File: src/rtl/rr_mux_n.sv
// rr_mux_n: N-way, WIDTH-bit registered multiplexer with valid/ready handshake.
// Purpose: forward at most one word per cycle from N producer channels to one
//    consumer. Arbitration is either an explicit select (mode=0) or round-robin (mode=1).
// Ports:
//    clock, reset      - single clock, synchronous active-high reset
//    in_data           - N packed channels, channel i at [i*WIDTH +: WIDTH]
//    in_valid/in_ready - per-channel handshake (in_ready is combinational)
//    mode, sel         - arbitration mode and explicit channel select
//    out_data/out_chan - registered word and its source channel
//    out_valid/out_ready - output handshake
module rr_mux_n #(
   parameter int unsigned WIDTH = 16,
   parameter int unsigned N     = 4,
   localparam int unsigned SELW = $clog2(N)
) (
   input  logic                 clock,
   input  logic                 reset,
   input  logic [N*WIDTH-1:0]   in_data,
   input  logic [N-1:0]         in_valid,
   output logic [N-1:0]         in_ready,
   input  logic                 mode,
   input  logic [SELW-1:0]      sel,
   output logic [WIDTH-1:0]     out_data,
   output logic [SELW-1:0]      out_chan,
   output logic                 out_valid,
   input  logic                 out_ready
);

   logic [SELW-1:0]  ptr;
   logic [SELW-1:0]  gnt;
   logic             gnt_valid;
   logic             load_en;
   logic             xfer;
   logic [WIDTH-1:0] gnt_data;
   logic [SELW-1:0]  ptr_next;

   // Output register may load when empty or being drained this cycle.
   assign load_en = !out_valid || out_ready;
   assign xfer    = load_en && gnt_valid;

   // Grant selection. Values of sel >= N match no channel, so they grant nothing.
   always_comb begin
      logic [SELW-1:0] cs;
      int unsigned     c;
      gnt       = '0;
      gnt_valid = 1'b0;
      cs        = '0;
      c         = 0;
      if (!mode) begin
         for (int unsigned i = 0; i < N; i++) begin
            if (sel == SELW'(i) && in_valid[i]) begin
               gnt       = SELW'(i);
               gnt_valid = 1'b1;
            end
         end
      end else begin
         // Scan ptr, ptr+1, ... modulo N; the first valid channel wins.
         for (int unsigned k = 0; k < N; k++) begin
            c  = (32'(ptr) + k) % N;
            cs = SELW'(c);
            if (!gnt_valid && in_valid[cs]) begin
               gnt       = cs;
               gnt_valid = 1'b1;
            end
         end
      end
   end

   // Ready depends only on handshake/select inputs, never on data.
   always_comb begin
      in_ready = '0;
      for (int unsigned i = 0; i < N; i++) begin
         in_ready[i] = xfer && (gnt == SELW'(i));
      end
   end

   always_comb begin
      gnt_data = '0;
      for (int unsigned i = 0; i < N; i++) begin
         if (gnt == SELW'(i)) begin
            gnt_data = in_data[i*WIDTH +: WIDTH];
         end
      end
   end

   // Explicit wrap so ptr never reaches N when N is not a power of two.
   assign ptr_next = (gnt == SELW'(N - 1)) ? '0 : gnt + 1'b1;

   always_ff @(posedge clock) begin
      if (reset) begin
         out_valid <= 1'b0;
         out_data  <= '0;
         out_chan  <= '0;
         ptr       <= '0;
      end else if (xfer) begin
         out_valid <= 1'b1;
         out_data  <= gnt_data;
         out_chan  <= gnt;
         if (mode) begin
            ptr <= ptr_next;
         end
      end else if (out_valid && out_ready) begin
         out_valid <= 1'b0;
      end
   end

endmodule
File: config.mk
export PLATFORM = sky130hd
export DESIGN_NAME = rr_mux_n
export DESIGN_NICKNAME = d
export VERILOG_FILES = /design/src/rtl/rr_mux_n.sv
export SDC_FILE = /design/constraint.sdc
export NUM_CORES = 1
export LEC_CHECK = 0
export ABC_AREA = 1
export BUFFER_PORTS_ARGS = -buffer_cell sky130_fd_sc_hd__buf_4
export CORE_MARGIN = 2
export CORE_UTILIZATION = 48
export DETAILED_ROUTE_END_ITERATION = 8
export GPL_TIMING_DRIVEN = 0
export PLACE_DENSITY = 0.93
export SLEW_MARGIN = 20
export SYNTH_ARGS = -nofsm -noshare
export SYNTH_HDL_FRONTEND = slang
export SYNTH_SLANG_ARGS = --single-unit
export TNS_END_PERCENT = 20
File: constraint.sdc
create_clock -name clock -period 4.7 [get_ports clock]
set_input_delay 0.94 -clock clock [delete_from_list [all_inputs] [get_ports clock]]
set_output_delay 0.94 -clock clock [all_outputs]
set_load 0.02 [all_outputs]
[Word-level counts from Yosys, hierarchy flattened]
Index checks and enable logic that the tools add are counted.
W data, S select, Z words.
Word-level totals
  register bits after elaboration: 21
  output and inout bits: 23
  logic and storage cells: 75
Cells by class
  add/sub/neg operators: 4
  order comparisons: 4
  eq/ne operators: 6
  muxes and demuxes: 35
  reductions and logical operators: 22
Operators by type and width (count)
  $mux W16: 4
  $mux W1: 19
  $mux W2: 8
  $logic_and A1 B1 Y1: 13
  $lt A2 B3 Y1 const B: 4
  $bmux W1 S2: 4
  $eq A2 B2 Y1 const B: 4
  $add A2 B1 Y2 const B: 2
  $add A2 B2 Y2 const B: 2
  $eq A2 B1 Y1 const B: 2
  $logic_not A1 Y1: 4
  $logic_not A2 Y1: 2
  $reduce_and A2 Y1: 1
  $reduce_bool A2 Y1: 1
  $logic_or A1 B1 Y1: 1

[Longest topological paths before layout]
  word-level depth: 21
  depth in mapped cells: 22

[Least setup slack after synthesis]
No wires, ideal clock.
  path kind: input -> output
  start point: input port in_valid[3]
  end point: output port in_ready[2]
  arrival: 2.758 ns
  required time: 3.760 ns
  path slack: 1.002 ns
  cell stages on the path: 13
  buffers on the path: 2
  cells stage by stage: inv_1 -> nand2_1 -> nand3_1 -> nand2_1 -> nor2_2 -> nand3_2 -> and2_1 -> nand2_1 -> ha_1 -> clkbuf_1 -> inv_1 -> clkbuf_1 -> nor2_1
On the way
  cells in the longest elaborated chain, start to end: 18
  elaborated cells on any way between the ends: 33
Ends and longest elaborated chain
  start: declaration: RTL line 19  | input logic [N-1:0] in_valid,
  $bmux W1 S2: RTL line 61  | if (!gnt_valid && in_valid[cs]) begin
  $mux W1 (not written as such): RTL line 61
  $mux W1: RTL line 61
  $mux W1: RTL line 49  | if (!mode) begin
  $logic_not A1 Y1: RTL line 61
  $logic_and A1 B1 Y1: RTL line 61
  $mux W1: RTL line 61
  $mux W1: RTL line 49
  [... 2 more ...]
  $mux W1: RTL line 61
  $mux W1: RTL line 49
  $logic_not A1 Y1: RTL line 61
  $logic_and A1 B1 Y1: RTL line 61
  $mux W2 / $mux W1 (equally long branches): RTL line 61
  $mux W2 / $mux W1 (equally long branches): RTL line 49
  $eq A2 B2 Y1 / $logic_and A1 B1 Y1 (equally long branches): RTL line 73, 39
  $logic_and A1 B1 Y1 (*): RTL line 73  | in_ready[i] = xfer && (gnt == SELW'(i));
  end: declaration: RTL line 20  | output logic [N-1:0] in_ready,
Mark *: on every way between the ends. The rest lies on a longest branch, timed or not. The select of a mux whose other input is x is not followed.

[Worst setup path after layout]
Ends and elaborated chain as after synthesis.

==> flow_metrics.py <==
metrics = {
    "worst_setup_path": {
        "r2r_cells": 21,
        "r2r-start": "ptr[0]$_SDFFE_PP0P_",
        "start_kind": "input port",
        "end_kind": "output port",
        "arrival_ns": 3.20,
        "cp-startpoint": "in_valid[3]",
        "crit_fanout": 10,
        "critPathKind": "in2out",
        "crit_required_ns": 3.76,
    },
    "drt": {
        "dr.pass1.iters": 4,
        "drt_iter0_markers": 185,
        "drc": 0,
        "vias": 2194,
        "wl_per_cell_um": 12.1,
        "drtAntennaViolNets": 0,
        "vias_per_cell": 4.93,
        "wirelength_um": 5390,
    },
    "clock_network": {
        "hold_buffers": 0,
        "ctsResizeCount": 0,
        "cts.sinks": 21,
        "clkTransAtPathRegs_ns": 0.12,
        "postCtsSetupBuffers": 0,
        "clock_latency_ns": 0.30,
        "htree_num_levels": 1,
        "cts_buffer_depth": 2,
        "cts_root_buffer": "clkbuf_4",
        "cts_tree": "built",
        "cts_inserted_buffers": 3,
    },
    "floorplanning": {
        "rows": 21,
        "die-area_um2": 4160,
        "die_y_um": 64.5,
        "initial_core_util_pct": 51.5,
        "die_w_um": 64.5,
        "num_io_pins": 97,
        "core_area_um2": 3420,
    },
    "sta": {
        "max_freq_mhz": 242,
        "tightest_slew_ns": 0.625,
        "slew_viol_final": 0,
        "rsz0062_at_grt": "no",
        "fin_tns_setup_ns": 0,
        "hold_violations": 0,
        "setup_viol": 0,
        "slew_headroom_pct": 58.3,
        "fin_crit_sh_pct": 88.0,
        "fin_skew_ns": 0.00205,
        "finalCriticalPeriod_ns": 4.14,
    },
    "synthesis": {
        "synth_common_cells": "nand2_1, o21ai_0, a21oi_1",
        "yosysWarningCount": 0,
        "synth.largest_area_cell": "nand2_1",
        "synth.most_common_cell": "nand2_1",
        "netlist.area_leader.share_pct": 26.0,
        "ys_top_cells_by_area": "nand2_1, dfxtp_1, o21ai_0",
        "synth_cell_types": 25,
        "syn-num-nets": 378,
        "ys_seq_elements": 21,
        "synth_edf_count": 0,
        "ys.flop_type": "dfxtp_1",
        "avgSynthCellArea_um2": 5.86,
        "async_reset_ff_share_pct": 0,
        "netlist_instances": 300,
        "syn_area_um2": 1760,
        "seq_area_frac_synth_pct": 23.9,
    },
    "min_path": {
        "hold_depth": 2,
        "worstHoldStart": "out_data[4]$_SDFFE_PP0N_",
        "min_path_type": "reg2reg",
    },
    "power_and_ir_drop": {
        "p_per_area_nw_per_um2": 306,
        "p_leak_nw": 1.31,
        "peakVddDrop_mv": 0.128,
        "p_total_mw": 0.782,
    },
    "global_routing": {
        "grt_max_degree": 13,
        "grt-ovfl-total": 0,
        "grt_pass1_vias": 2117,
        "grt_use_total_pct": 26.7,
        "antenna_found_initial": 0,
        "grt_pass1_wl_um": 9000,
    },
    "place": {
        "io_buffers": 95,
        "dp_hpwl_um": 4450,
        "dp.cells": 441,
        "gp_congestion": 0.885,
    },
    "cells_and_area": {
        "n_antenna_cell": 0,
        "nets": 478,
        "fill_cells": 309,
        "final_util_pct": 74.8,
        "drive_gt1_share_pct": 34.3,
        "final_cells": 445,
        "synthToLayoutAreaGrowth_pct": 45.4,
    },
    "status": {
        "status": "finished clean",
    },
    "flow_run": {
        "drv_cap": 0,
    },
}
==> worst max-delay path: stages <==
cell	delay, ns
buf_4	0.12
inv_1	0.06
nand2_1	0.07
nand3_1	0.11
nand2_1	0.09
nor2_2	0.18
nand3_2	0.13
and2_1	0.16
nand2_1	0.17
ha_1	0.19
clkbuf_1	0.28
inv_1	0.18
clkbuf_1	0.22
nor2_1	0.14
buf_4	0.15
==> power by group <==
group / switching [mW] / internal [mW]
logic: 0.276 / 0.191
registers: 0.0201 / 0.208
clock network: 0.0548 / 0.0318
total: 0.351 / 0.431
==> logic make-up after synthesis <==
logic type | after synthesis | synth area share (%)
AOI/OAI and AO/OA | 70 | 22.6
and+or+nand+nor | 165 | 39.8
DFF | 21 | 23.9
buffers and inverters | 40 | 10.8
adders and majority gates | 4 | 2.85
==> per-stage QoR <==
stage	area, um2	setup slack [ns]	hold WS, ns
2_1_floorplan	1760	1.00	0.540
3_3_place_gp	2530	0.641	0.452
3_5_place_dp	2530	0.608	0.456
4_1_cts	2560	0.588	0.472
5_1_grt	2560	0.304	0.491
6_report	2560	0.564	0.474
==> registers in the layout, indices dropped and copies added, names as in the netlist <==
signal,count
out_chan,2
out_data,16
out_valid,1
ptr,2
==> routing by layer <==
layer | global-route usage, % | vias to the layer above | wire [um]
met3 | 3.13 | 7 | 330
met4 | 7.71 | 0 | 58
met2 | 46.9 | 87 | 2680
met1 | 34.2 | 944 | 2320
li1 | - | 1156 | -
met5 | 0 | - | 0
==> cell usage in the layout, fill, tap and decap left out <==
cell type  count
ha_1           4
buf_1          1
clkbuf_4       3
nor2_1        12
dfxtp_1       21
o21ai_1        1
buf_8          1
nand4_1        2
nor3_1         1
nand3_2        1
a21oi_2       12
o211ai_1       1
and2_1         1
buf_2          1
nand2_2       14
inv_1         22
buf_6          3
nor2_2         2
nand2_1      122
a21oi_1       23
inv_4          2
inv_2          1
nand3_4        1
nand3_1        9
clkinv_2       1
clkbuf_1       9
buf_4         95
o21ai_0       33
==> final cells by class <==
cell class,instances,area (um2),share of cell area (%)
multi-input combinational,239,1150,44.9
timing repair buffer,95,713,27.9
sequential,21,420,16.4
inverter,25,98.8,3.87
buffer,15,91.3,3.57
tap,46,57.6,2.25
clock buffer,3,22.5,0.881
clock inverter,1,5.00,0.196
==> path summary, 6_finish.rpt <==
| path | endpoint | slack [ns] |
|---|---|---|
| setup reg to reg | out_data[1]$_SDFFE_PP0N_ | 1.40 |
| hold / removal | out_data[4]$_SDFFE_PP0N_ | 0.47 |
| setup / recovery | in_ready[2] | 0.56 |
| hold reg to reg | out_data[4]$_SDFFE_PP0N_ | 0.47 |
Note: power is estimated with default switching activity, not from simulation.
